[src/rtl/ring_pkg.sv]
// Shared definitions for the one-hot ring counter and its monitor.
// Holds the monitor state encoding and the single definition of the rotation rule.
package ring_pkg;

    localparam int RING_W = 4;
    localparam int ROT_MAX_W = 32;

    typedef enum logic [1:0] {
        SEARCH = 2'd0,
        LOCKED = 2'd1,
        FAULT  = 2'd2
    } state_t;

    // Token moves one position towards bit 0; bit 0 wraps to bit msb (ring width - 1).
    function automatic logic [ROT_MAX_W-1:0] rot_next(input logic [ROT_MAX_W-1:0] cur,
                                                      input logic [4:0]           msb);
        logic [ROT_MAX_W-1:0] nxt;
        nxt      = cur >> 1;
        nxt[msb] = cur[0];
        return nxt;
    endfunction

endpackage

[src/rtl/onehot_enc.sv]
// Combinational one-hot to index encoder with a one-hot validity flag.
// Zero latency; index is forced to 0 whenever the input is not exactly one-hot.
module onehot_enc #(
    parameter int WIDTH = 4
) (
    input  logic [WIDTH-1:0]         i_vec,
    output logic [$clog2(WIDTH)-1:0] o_idx,
    output logic                     o_onehot
);

    localparam int IW = $clog2(WIDTH);

    logic [IW-1:0] w_idx;
    logic          w_onehot;

    assign w_onehot = $onehot(i_vec);

    always_comb begin
        w_idx = '0;
        for (int i = 0; i < WIDTH; i++) begin
            if (i_vec[i]) begin
                w_idx = w_idx | IW'(i);
            end
        end
    end

    assign o_idx    = w_onehot ? w_idx : '0;
    assign o_onehot = w_onehot;

endmodule

[src/rtl/ring_token_monitor.sv]
// Checks a one-hot ring counter every clock, locks onto it and counts revolutions.
// All outputs registered with 1-cycle latency; any illegal step while locked is a sticky fault until clear.
module ring_token_monitor
    import ring_pkg::*;
#(
    parameter int WIDTH    = RING_W,
    parameter int CNT_W    = 8,
    parameter int LOCK_CNT = 2
) (
    input  logic                     clk,
    input  logic                     reset,
    input  logic [WIDTH-1:0]         ring_in,
    input  logic                     clear,
    output logic [$clog2(WIDTH)-1:0] phase,
    output logic                     locked,
    output logic                     err,
    output logic [CNT_W-1:0]         rev_count
);

    localparam int IW   = $clog2(WIDTH);
    localparam int MC_W = 4;

    state_t            r_state;
    state_t            w_nxt_state;
    logic [WIDTH-1:0]  r_prev;
    logic [MC_W-1:0]   r_match_cnt;
    logic [MC_W-1:0]   w_nxt_match_cnt;
    logic [CNT_W-1:0]  r_rev_count;
    logic [CNT_W-1:0]  w_nxt_rev_count;
    logic [IW-1:0]     r_phase;
    logic              r_locked;
    logic              r_err;

    logic [IW-1:0]     w_in_idx;
    logic              w_in_onehot;
    logic [IW-1:0]     w_prev_idx;
    logic              w_prev_onehot;
    logic [IW-1:0]     w_expect_idx;
    logic              w_step_ok;

    onehot_enc #(.WIDTH(WIDTH)) u_enc_in (
        .i_vec    (ring_in),
        .o_idx    (w_in_idx),
        .o_onehot (w_in_onehot)
    );

    onehot_enc #(.WIDTH(WIDTH)) u_enc_prev (
        .i_vec    (r_prev),
        .o_idx    (w_prev_idx),
        .o_onehot (w_prev_onehot)
    );

    // Rotation moves the hot bit one place down, wrapping 0 -> WIDTH-1.
    assign w_expect_idx = (w_prev_idx == '0) ? IW'(WIDTH - 1) : (w_prev_idx - 1'b1);
    assign w_step_ok    = w_in_onehot && w_prev_onehot && (w_in_idx == w_expect_idx);

    always_ff @(posedge clk or negedge reset) begin
        if (!reset) begin
            r_state <= SEARCH;
        end else begin
            r_state <= w_nxt_state;
        end
    end

    always_comb begin
        w_nxt_state     = r_state;
        w_nxt_match_cnt = r_match_cnt;
        w_nxt_rev_count = r_rev_count;
        if (clear) begin
            w_nxt_state     = SEARCH;
            w_nxt_match_cnt = '0;
            w_nxt_rev_count = '0;
        end else begin
            case (r_state)
                SEARCH: begin
                    if (!w_step_ok) begin
                        w_nxt_match_cnt = '0;
                    end else if (r_match_cnt == MC_W'(LOCK_CNT - 1)) begin
                        w_nxt_state     = LOCKED;
                        w_nxt_match_cnt = '0;
                    end else begin
                        w_nxt_match_cnt = r_match_cnt + 1'b1;
                    end
                end
                LOCKED: begin
                    if (!w_step_ok) begin
                        w_nxt_state = FAULT;
                    end else if (ring_in[0] && !(&r_rev_count)) begin
                        w_nxt_rev_count = r_rev_count + 1'b1;
                    end
                end
                FAULT: begin
                    w_nxt_state = FAULT;
                end
                default: begin
                    w_nxt_state     = SEARCH;
                    w_nxt_match_cnt = '0;
                end
            endcase
        end
    end

    // prev and phase track the input in every state, including across clear.
    always_ff @(posedge clk or negedge reset) begin
        if (!reset) begin
            r_prev      <= '0;
            r_match_cnt <= '0;
            r_rev_count <= '0;
            r_phase     <= '0;
            r_locked    <= 1'b0;
            r_err       <= 1'b0;
        end else begin
            r_prev      <= ring_in;
            r_match_cnt <= w_nxt_match_cnt;
            r_rev_count <= w_nxt_rev_count;
            r_phase     <= w_in_idx;
            r_locked    <= (w_nxt_state == LOCKED);
            r_err       <= (w_nxt_state == FAULT);
        end
    end

    assign phase     = r_phase;
    assign locked    = r_locked;
    assign err       = r_err;
    assign rev_count = r_rev_count;

endmodule

[config.mk]
export PLATFORM = sky130hd
export DESIGN_NAME = ring_token_monitor
export DESIGN_NICKNAME = d
export VERILOG_FILES = /design/src/rtl/ring_pkg.sv /design/src/rtl/onehot_enc.sv /design/src/rtl/ring_token_monitor.sv
export SDC_FILE = /design/constraint.sdc
export NUM_CORES = 1
export LEC_CHECK = 0
export CAP_MARGIN = 20
export CORE_UTILIZATION = 53
export DETAILED_ROUTE_END_ITERATION = 6
export GPL_TIMING_DRIVEN = 0
export PLACE_DENSITY = 0.76
export SLEW_MARGIN = 30
export SYNTH_ARGS = -nofsm -noshare
export SYNTH_HDL_FRONTEND = slang
export SYNTH_HIERARCHICAL = 1
export SYNTH_SLANG_ARGS = --single-unit
[constraint.sdc]
create_clock -name clk -period 4 [get_ports clk]
set_input_delay 1.2 -clock clk [delete_from_list [all_inputs] [get_ports clk]]
set_output_delay 1.2 -clock clk [all_outputs]
set_load 0.03 [all_outputs]
-- Yosys cells after proc, flatten, opt, wreduce, memory -nomap -nowiden
Index checks and enable logic that the tools add are counted.
- flip-flop bits (word level): 22
- input port bits: 7
- logic and storage cells: 59
- add/sub/neg operators: 9
- equality and inequality tests: 9
- mux-type cells: 22
- reductions and logical operators: 12
- operator list (cell ; count):
    $mux W8 ; 4
    $mux W2 ; 11
    $mux W4 ; 3
    $add A1 B1 Y2 ; 4
    $add A8 B1 Y8 const B ; 1
    $pmux W4 S2 ; 1
    $reduce_and A8 Y1 ; 1
    $add A3 B3 Y3 ; 2
    $eq A3 B1 Y1 const B ; 2
    $pmux W2 S3 ; 1
    $reduce_bool A2 Y1 ; 3
    $add A4 B1 Y4 const B ; 1
    $eq A2 B1 Y1 const B ; 2
    $eq A2 B2 Y1 const B ; 2
    $eq A4 B1 Y1 const B ; 1
    $logic_not A2 Y1 ; 2
    $logic_and A1 B1 Y1 ; 3
    $reduce_and A3 Y1 ; 1
    $eq A2 B2 Y1 ; 1
    $mux W1 ; 2
    $ne A2 B1 Y1 const B ; 1
    $reduce_or A2 Y1 ; 1
    $sub A2 B1 Y2 const B ; 1
    $logic_not A1 Y1 ; 1

-- Depth between registers and ports, before layout
- depth in word-level cells: 12
- gate-level depth with buffers: 12

-- By module
The synthesis kept the hierarchy.
- modules (own cells, without submodules) (module ; instances ; cells each ; area an instance (um^2)):
    ring_token_monitor ; 1 ; 100 ; 1077.3
    onehot_enc ; 2 ; 11 ; 95.1

-- Least setup slack after synthesis
Ideal clock, no wire load.
- kind: input to register
- start: input ring_in[0]
- end: register r_rev_count[6] (netlist: rev_count[6])
- arrival time: 3.744 ns
- required time: 3.875 ns
- path slack: 0.131 ns
- stages on the path: 12
- buffers on the path: 0
- cell sequence: inv_1 -> fa_1 -> inv_1 -> ha_1 -> ha_1 -> nor3b_2 -> o21a_1 -> xnor2_1 -> mux2_4 -> nor2_4 -> nand3_2 -> mux2_4
- word-level cells in the longest chain between the ends: 8
- ends and longest elaborated chain (item ; RTL line ; RTL):
    start, declared ; ring_token_monitor.sv:12 ; input logic [WIDTH-1:0] ring_in,
    $add A1 B1 Y2 (not written as such) ; onehot_enc.sv:16 ; assign w_onehot = $onehot(i_vec);
    $add A3 B3 Y3 (not written as such) ; onehot_enc.sv:16 ;
    $eq A3 B1 Y1 ; onehot_enc.sv:16 ;
    via w_in_onehot ; ring_token_monitor.sv:35 ; logic w_in_onehot;
    $mux W2 ; onehot_enc.sv:27 ; assign o_idx = w_onehot ? w_idx : '0;
    via w_in_idx[1] ; ring_token_monitor.sv:34 ; logic [IW-1:0] w_in_idx;
    $eq A2 B2 Y1 ; ring_token_monitor.sv:55 ; assign w_step_ok = w_in_onehot && w_prev_onehot && (w_in_idx == w_expect_idx);
    $logic_and A1 B1 Y1 ; ring_token_monitor.sv:55 ;
    $reduce_bool A2 Y1 (no line) ; - ;
    $reduce_and A3 Y1 (no line) ; - ;
    end signal, assigned ; ring_token_monitor.sv:115 ; r_rev_count <= w_nxt_rev_count;
    end, declared ; ring_token_monitor.sv:28 ; logic [CNT_W-1:0] r_rev_count;
The timed path passes the listed nets, and every way through them passes these cells.
A chain may end at the register's enable or synchronous reset.

-- Worst setup path in the final report
Same ends and word-level chain as after synthesis.

==> results.ini <==
[run_status]
status=finished clean

[logic_synthesis]
async_flop_share_pct=100
avgSynthCellArea_um2=10.4
yosysWarnings=6
synthMuxAreaShare_pct=3.95
yosys.area_share.simple_pct=19.7
ys_seq_area_share_pct=43.4
synth_top_family_by_area=simple AND/OR/NAND/NOR gates
synth_top_flop_cell=dfrtp_1
netlist_area_um2=1270
synth-xor-area-share_pct=3.46
ys_ff_latch=22
synth_edf_count=0
synthTopCellsByArea=dfrtp_1 (43%), ha_1 (11%), inv_1 (4.1%), xnor2_1 (3.5%), fa_1 (3.2%)
ys_types=35
synth_cells=122
synth_fp_nets=142
synth_compound_area_share_pct=11.0
synth_fa_ha_area_share_pct=14.0
synth_top_area_share_pct=43.4
synth_top_cell_by_area=dfrtp_1

[min_path]
hp-class=reg -> reg

[pwr]
power_density_nw_per_um2=313
ir_worst_vdd_mv=0.319
p_total_uw=507
leakagePower_uw=0.000734

[timing]
timing.final.crit_share_pct=98.0
period_minus_slack_ps=3920
worst_hold_slack_ps=558
setup_tns_ps=0
hold_viol=0
rsz0062_at_grt=no
fin_skew_ps=18.0
setup_viol=0
worstMarginPinSlew_ps=483
drv_slew=0
clock.fmax_mhz=255
max_slew_margin_pct=67.8

[die]
io_pins=19
die_y_um=50.9
dieArea_um2=2590
core-area_um2=2230
start_util_pct=56.8
die_x_um=50.9
rows=17

[worst_setup_path]
cp_data_arrival_time_ps=4140
worstSetupPathType=in -> reg
path_max_fanout=6
cp-start-kind=input port
worstPathRequired_ps=4220
r2r_setup_slack_ps=840
cp-end-kind=flip-flop

[clock_network]
numCtsBuffers=3
clock_latency_ps=320
cts_root_buf=clkbuf_4
cts_buffer_depth=2
tritoncts=built
cts.sinks=22
cts.clk_slew.worst_paths_ps=140
htreeDepth=1

[cells_and_area]
synthToLayoutAreaGrowth_pct=27.7
final_core_util_pct=72.5
multiInputGateArea_um2=698
seqCellArea_um2=551
n_fill_cell=162
insertedDiodeCount=0
layout_common_cells=dfrtp_1 (22), clkdlybuf4s50_1 (14), inv_1 (13), nor2_1 (10), ha_1 (9)
final_common_cell=dfrtp_1
nets=170
drive_gt1_share_pct=16.8
finish.instance_area_um2=1620

[detailed_routing]
drt-total-wl_um=2490
vias=988
drc=0
viasPerCell=5.58
wire_per_inst_um=14.0
ant_nets=0
firstDrtPassIters=4
drt-initial-drc-count=21

[grt]
grt_pass1_wl_um=4170
grt_max_degree=23
grt.overflow.total=0
grt_pass1_vias=993
antenna_found_initial=0
grt_usage_pct=22.0

[placed_design]
hpwl_um=1700
gp_congestion=0.811
numPortBuffers=18
place_area_um2=1480

[run]
drv_cap=0

through the flow:
stage | instances | setup slack (ps)
2_1_floorplan | 122 | 131
3_3_place_gp | 168 | -596
3_5_place_dp | 168 | -674
4_1_cts | 175 | 14.1
5_1_grt | 177 | 7.85
6_report | 177 | 81.7
worst max-delay path: stages:
cell             delay (ps)
clkdlybuf4s15_1         250
inv_1                    90
fa_1                    550
inv_1                    60
ha_2                    190
ha_4                    220
nor3b_4                 220
o21a_1                  220
xnor2_2                 180
mux2_4                  380
nor2_4                  180
nand3_2                 100
mux2_4                  300
final timing paths:
| kind | depth (start not counted) | startpoint | endpoint |
|---|---|---|---|
| worst max-delay path | 13 | ring_in[0] | rev_count[6] |
| worst min-delay path | 1 | r_match_cnt[2] | r_match_cnt[2] |
| worst max register to register | 12 | r_prev[0] | rev_count[6] |
| worst min register to register | 1 | r_match_cnt[2] | r_match_cnt[2] |
| max in group asynchronous | 1 | reset | r_state[1] |
| min in group asynchronous | 1 | reset | rev_count[4] |
power by group:
group	total, uW	internal, uW	switching, uW
Combinational	102	48.1	53.9
Clock	173	101	71.7
Sequential	232	229	3.02
area by class of cell:
class / count / area share [%]
multi-input cells: 85 / 43.1
flip-flops and latches: 22 / 34.0
repair buffers: 23 / 14.0
inverters: 14 / 3.25
well taps: 28 / 2.16
clock inverters: 1 / 1.85
clock buffers: 3 / 1.39
plain buffers: 1 / 0.232
synth_stat cells, types with 4 or more instances:
cell and n:
ha_1 11, nand2_1 4, o21ai_0 4, nor2_1 10
a21oi_1 5, inv_1 14, xnor2_1 5, nand3_1 5
dfrtp_1 22, nor3_1 6
metal layers:
metal,global-route usage (%),routed length [um],vias up
met5,0,0,-
met4,12.5,28,0
met3,4.76,51,4
met2,37.1,1310,14
met1,25.6,1100,490
li1,-,-,480
state kept, by name, indices dropped and copies added (netlist names):
name,count
r_state,2
r_prev,4
r_match_cnt,4
err,1
rev_count,8
locked,1
phase,2
repair_timing:
action,CTS,global route
hold buffers,0,0
setup buffers,3,2
endpoints found under the setup margin,16,16
pin swaps,3,3
resized for setup,6,6
kinds of logic (layout without fill, tap and decap cells):
family                     Yosys count  after routing
AOI/OAI and AO/OA                   20             20
xor gates and xnor gates             5              5
adders and majority gates           13             13
buffers and inverters               15             42
DFF                                 22             22
muxes                                4              4
and+or+nand+nor                     43             43
Power figures use the tool's default switching activity.
